`src/rtl/adder_ctrl_pkg.sv`:
```
// Shared definitions for the wide-arithmetic adder controllers built around
// the 32-bit carry_select_adder.
package adder_ctrl_pkg;

    localparam int WORD_W = 32;

    typedef enum logic [1:0] {
        IDLE,
        RUN,
        DONE
    } adder_state_e;

    // Index counters must stay at least one bit wide even for a single word.
    function automatic int idx_width(input int words);
        return (words > 1) ? $clog2(words) : 1;
    endfunction

endpackage

```
`src/rtl/carry_select_adder.sv`:
```
// 32-bit carry-select adder: each 8-bit block precomputes both carry-in
// outcomes and the incoming block carry picks one.
module carry_select_adder
    import adder_ctrl_pkg::*;
(
    input  logic [WORD_W-1:0] a,
    input  logic [WORD_W-1:0] b,
    input  logic              carry_in,
    output logic [WORD_W-1:0] sum,
    output logic              carry_out
);

    localparam int BLK_W = 8;
    localparam int NBLK  = WORD_W / BLK_W;
    localparam logic [BLK_W:0] ONE = 1;

    logic [NBLK:0] blk_carry;

    assign blk_carry[0] = carry_in;

    for (genvar g = 0; g < NBLK; g++) begin : g_blk
        logic [BLK_W:0] sum_c0;
        logic [BLK_W:0] sum_c1;

        assign sum_c0 = {1'b0, a[g*BLK_W +: BLK_W]} + {1'b0, b[g*BLK_W +: BLK_W]};
        assign sum_c1 = sum_c0 + ONE;

        assign sum[g*BLK_W +: BLK_W] = blk_carry[g] ? sum_c1[BLK_W-1:0] : sum_c0[BLK_W-1:0];
        assign blk_carry[g+1]        = blk_carry[g] ? sum_c1[BLK_W]     : sum_c0[BLK_W];
    end

    assign carry_out = blk_carry[NBLK];

endmodule

```
`src/rtl/multiword_add_sequencer.sv`:
```
// Wide add/subtract engine: one 32-bit word per cycle, LSW first, with a
// registered carry between words and valid/ready handshakes on both sides.
module multiword_add_sequencer
    import adder_ctrl_pkg::*;
#(
    parameter int WORDS = 4
) (
    input  logic                    clk,
    input  logic                    rst_n,
    input  logic                    in_valid,
    output logic                    in_ready,
    input  logic [WORDS*WORD_W-1:0] in_operand_a,
    input  logic [WORDS*WORD_W-1:0] in_operand_b,
    input  logic                    in_carry_in,
    input  logic                    in_subtract,
    output logic                    out_valid,
    input  logic                    out_ready,
    output logic [WORDS*WORD_W-1:0] out_sum,
    output logic                    out_carry_out,
    output logic                    busy
);

    localparam int TOTAL_W = WORDS * WORD_W;
    localparam int IDX_W   = idx_width(WORDS);
    localparam logic [IDX_W-1:0] LAST_IDX = IDX_W'(WORDS - 1);
    localparam logic [IDX_W-1:0] IDX_ONE  = IDX_W'(1);

    adder_state_e      state;
    logic [IDX_W-1:0]  word_idx;
    logic              carry_q;
    logic [TOTAL_W-1:0] op_a;
    logic [TOTAL_W-1:0] op_b;

    logic [WORD_W-1:0] adder_a;
    logic [WORD_W-1:0] adder_b;
    logic [WORD_W-1:0] adder_sum;
    logic              adder_co;

    assign in_ready = (state == IDLE);

    // Word select: the counter steers the current slice of each operand.
    assign adder_a = op_a[int'(word_idx)*WORD_W +: WORD_W];
    assign adder_b = op_b[int'(word_idx)*WORD_W +: WORD_W];

    carry_select_adder u_adder (
        .a         (adder_a),
        .b         (adder_b),
        .carry_in  (carry_q),
        .sum       (adder_sum),
        .carry_out (adder_co)
    );

    // NOTE: every register here, operand and result words included, is reset
    // so an aborted operation leaves no stale data behind; use <= throughout
    // so all state updates see pre-edge values.
    always_ff @(posedge clk or negedge rst_n) begin
        if (!rst_n) begin
            state         <= IDLE;
            word_idx      <= '0;
            carry_q       <= 1'b0;
            op_a          <= '0;
            op_b          <= '0;
            out_sum       <= '0;
            out_carry_out <= 1'b0;
            out_valid     <= 1'b0;
            busy          <= 1'b0;
        end else begin
            case (state)
                IDLE: begin
                    if (in_valid) begin
                        op_a     <= in_operand_a;
                        // Subtraction is A + ~B + 1, so B is stored inverted.
                        op_b     <= in_subtract ? ~in_operand_b : in_operand_b;
                        carry_q  <= in_subtract ? 1'b1 : in_carry_in;
                        word_idx <= '0;
                        busy     <= 1'b1;
                        state    <= RUN;
                    end
                end
                RUN: begin
                    out_sum[int'(word_idx)*WORD_W +: WORD_W] <= adder_sum;
                    carry_q <= adder_co;
                    if (word_idx == LAST_IDX) begin
                        out_carry_out <= adder_co;
                        out_valid     <= 1'b1;
                        state         <= DONE;
                    end else begin
                        word_idx <= word_idx + IDX_ONE;
                    end
                end
                DONE: begin
                    if (out_ready) begin
                        out_valid <= 1'b0;
                        busy      <= 1'b0;
                        state     <= IDLE;
                    end
                end
                default: state <= IDLE;
            endcase
        end
    end

endmodule

```
`config.mk`:
```
export PLATFORM = sky130hd
export DESIGN_NAME = multiword_add_sequencer
export DESIGN_NICKNAME = d
export VERILOG_FILES = /design/src/rtl/adder_ctrl_pkg.sv /design/src/rtl/carry_select_adder.sv /design/src/rtl/multiword_add_sequencer.sv
export SDC_FILE = /design/constraint.sdc
export NUM_CORES = 1
export LEC_CHECK = 0
export CAP_MARGIN = 25
export CORE_MARGIN = 3
export CORE_UTILIZATION = 30
export CTS_CLUSTER_SIZE = 25
export DETAILED_ROUTE_END_ITERATION = 10
export GPL_ROUTABILITY_DRIVEN = 0
export PLACE_DENSITY = 0.53
export SKIP_LAST_GASP = 1
export SYNTH_ARGS = -nofsm -noshare
export SYNTH_HDL_FRONTEND = slang
export SYNTH_SLANG_ARGS = --single-unit
```
`constraint.sdc`:
```
create_clock -name clk -period 4.95 [get_ports clk]
set_clock_uncertainty 0.2 [all_clocks]
set_input_delay 0.99 -clock clk [delete_from_list [all_inputs] [get_ports clk]]
set_output_delay 0.99 -clock clk [all_outputs]
set_load 0.01 [all_outputs]
```
==> summary.md <==
| Metric | Value |
|---|---|
| Mapped cell area | `19300 um2` |
| Synth cell count leaders | `nand2_1 (516), dfrtp_1 (392), nor2_1 (169)` |
| Final setup vio count | `0` |
| Cell taking the most area after synthesis | `dfrtp_1` |
| Crit-path cells | `buf_12, mux4_2, ha_1, fa_1, nand3_1, a21boi_0, o31a_1, a21oi_1, o2111ai_1, a21oi_4, xor2_4, o31ai_4, buf_6, nand4_1, o211ai_1` |
| Layout cells sized above 1 | `8.71%` |
| Clock sinks | `392` |
| CTS tree | `built` |
| RSZ-0062 raised after global routing | `false` |
| Starting DRT DRC Count | `1164` |
| Critical Path Stages | `15` |
| Reg clk slew, reported paths | `60 ps` |
| Placed Cells | `3135` |
| # H-tree levels | `2` |
| Max_slew headroom | `30.8%` |
| Outcome | `complete, no violations` |
| Fin Setup TNS | `0 ps` |
| Final Hold Fails | `0` |
| Drt drc | `0` |
| Power density cells | `862 nW/um2` |
| Synth cell types | `58` |
| Post-DRT Antenna Nets | `0` |
| Ys async rst share | `100%` |
| Clk buf depth | `3` |
| Placed wire-length estimate | `47000 um` |
| Gate Count Post-Synth | `1983` |
| Post-CTS Setup Bufs | `0` |
| Die Y | `260 um` |
| Worst EP required | `5250 ps` |
| CP max-delay cell | `mux4_2` |
| Nets | `2646` |
| Most numerous cell in the Yosys netlist | `nand2_1` |
| Placed cell areas | `24300 um2` |
| All-Layer GR Usage | `18.8%` |
| Post-layout min period | `4660 ps` |
| Critical Path Fanout Max | `29` |
| Global route total overflow | `0` |
| Largest net degree at the start of global routing | `238` |
| Crit path capture type | `flop` |
| Worst-Margin Slew | `1040 ps` |
| Crit start category | `flop` |
| R2R cell count | `15` |
| Syn nets | `2291` |
| Num CTS Buffers | `46` |
| Crit path DAT | `4960 ps` |
| Starting Density | `30.5%` |
| Drt pass-1 iters | `5` |
| Number of enable flip-flop cells after synthesis | `0` |
| Top delay family on crit path | `compound AO/OA/AOI/OAI gates` |
| Via density | `4.88` |
| Slew Viols, Final | `0` |
| Pleak | `10.9 nW` |
| Max Freq | `215 MHz` |
| Area grow syn2layout | `34.0%` |
| Port-buffer cells | `393` |
| Ports | `394` |
| Core ar. | `63400 um2` |
| Vias in the first global route | `16200` |
| Synthesized flop and latch total | `392` |
| Initial antenna violation count | `4` |
| Kind of critical path | `flop to flop` |
| Worst-Skew Late Latency | `590 ps` |
| Tot Pwr | `22.4 mW` |
| Register area share after synthesis | `50.7%` |
| Main synth FF type | `dfrtp_1` |
| Post-CTS Resized | `0` |
| Maximum VDD drop | `555 uV` |
| Post-CTS Hold Fix Bufs | `0` |
| Max_cap viols | `0` |
| Final std cells w/o fill | `3224` |
| Final wirelength | `64200 um` |
| Buffers & Inverters on Critical Path | `2` |
| DIE AREA | `67600 um2` |
| Number of synthesis warnings | `0` |
| Mapped Avg Cell Area | `9.76 um2` |
| CP peak stage delay | `540 ps` |
| Synth top area share | `50.7%` |
| Design area | `25900 um2` |
| First-pass GRT wire length | `97800 um` |
| Routed vias | `15700` |
| Row count | `92` |
| DIE WIDTH | `260 um` |
| Root Buffer | `clkbuf_16` |
| Wire length per cell | `19.9 um` |
| Tcrit/Tclk final | `94.1%` |
| Fill count | `6175` |
| Synth area leaders | `dfrtp_1 (51%), nand2_1 (10%), mux4_2 (7.4%)` |
| Tightest Hold Check Type | `primary input to asynchronous set/reset pin` |
==> flip-flops by register name, summed over array words and instances, names as in the netlist <==
register,count
out_sum,128
op_a,128
out_valid,1
word_idx,2
busy,1
op_b,128
out_carry_out,1
state,2
carry_q,1
==> worst register-to-register path: stages (launching register included) <==
cell and delay, ps:
dfrtp_4 470, buf_12 260, mux4_2 570, ha_1 240
fa_1 440, nand3_1 120, a21boi_0 110, o31a_1 280
a21oi_1 260, o2111ai_1 220, a21oi_4 260, xor2_4 170
o31ai_4 440, buf_6 290, nand4_1 140, o211ai_1 150
==> routing by layer <==
layer  vias to the layer above  GRT usage [%]  wire [um]
li1                       7424              -          -
met1                      7759           27.5      30500
met2                       475           29.3      29200
met3                        68           2.69       3210
met4                         4           4.59       1180
met5                         -              0         34
==> cell type report <==
class	instances	area (um2)	share of cell area, %
clock buffer	68	1370	5.26
timing repair buffer	437	4360	16.8
sequential	392	9820	37.9
antenna	2	5.00	0.0193
clock inverter	18	231	0.893
multi-input combinational	1441	9020	34.8
tap	846	1060	4.08
inverter	20	75.1	0.290
==> cell usage in the layout, fill, tap and decap left out, types with 7 or more instances in the layout <==
cell type	n
o211ai_1	14
nand3_1	42
nand2_1	514
nand4_1	14
xnor2_1	155
buf_12	7
a32oi_1	10
buf_4	36
xor2_1	17
o21ai_0	99
inv_1	20
clkdlybuf4s50_1	391
nand2b_1	7
clkbuf_16	47
clkbuf_1	10
nor3_1	27
dfrtp_1	390
ha_1	42
a21oi_1	158
a22o_1	21
clkbuf_8	11
mux4_2	64
nor2_1	169
clkinv_2	7
==> power breakdown <==
group | leakage, nW | internal, mW | switching [mW]
clock network | 0.782 | 2.13 | 1.41
logic | 5.31 | 4.98 | 8.47
registers | 4.83 | 4.56 | 0.803
total | 10.9 | 11.7 | 10.7
==> final timing paths <==
path / from / end / slack [ps]
max: word_idx[0]$_DFFE_PN0P_ / out_sum[25]$_DFFE_PN0P_ / 290
max in group asynchronous: rst_n / op_b[93]$_DFFE_PN0P_ / 3140
max reg2reg: word_idx[0]$_DFFE_PN0P_ / out_sum[25]$_DFFE_PN0P_ / 290
min: rst_n / out_sum[32]$_DFFE_PN0P_ / 260
min reg2reg: op_a[124]$_DFFE_PN0P_ / op_a[124]$_DFFE_PN0P_ / 270
min in group clk: op_a[124]$_DFFE_PN0P_ / op_a[124]$_DFFE_PN0P_ / 270
==> metrics by stage <==
stage	hold WS, ps	utilization [%]	worst slack (ps)
after CTS	271	40.8	205
final	263	40.9	293
after floorplan	240	-	47.0
after detailed placement	259	38.3	217
after global routing	293	40.9	13.9
after global placement	254	38.3	331
==> kinds of logic after synthesis <==
kind of cell | Yosys count | share of synthesized area [%]
muxes | 66 | 7.55
buffers and inverters | 150 | 2.97
DFF | 392 | 50.7
adders and majority gates | 46 | 3.13
xor gates and xnor gates | 176 | 8.04
AOI/OAI and AO/OA | 352 | 10.9
and+or+nand+nor | 801 | 16.7
Power figures use the tool's default switching activity.
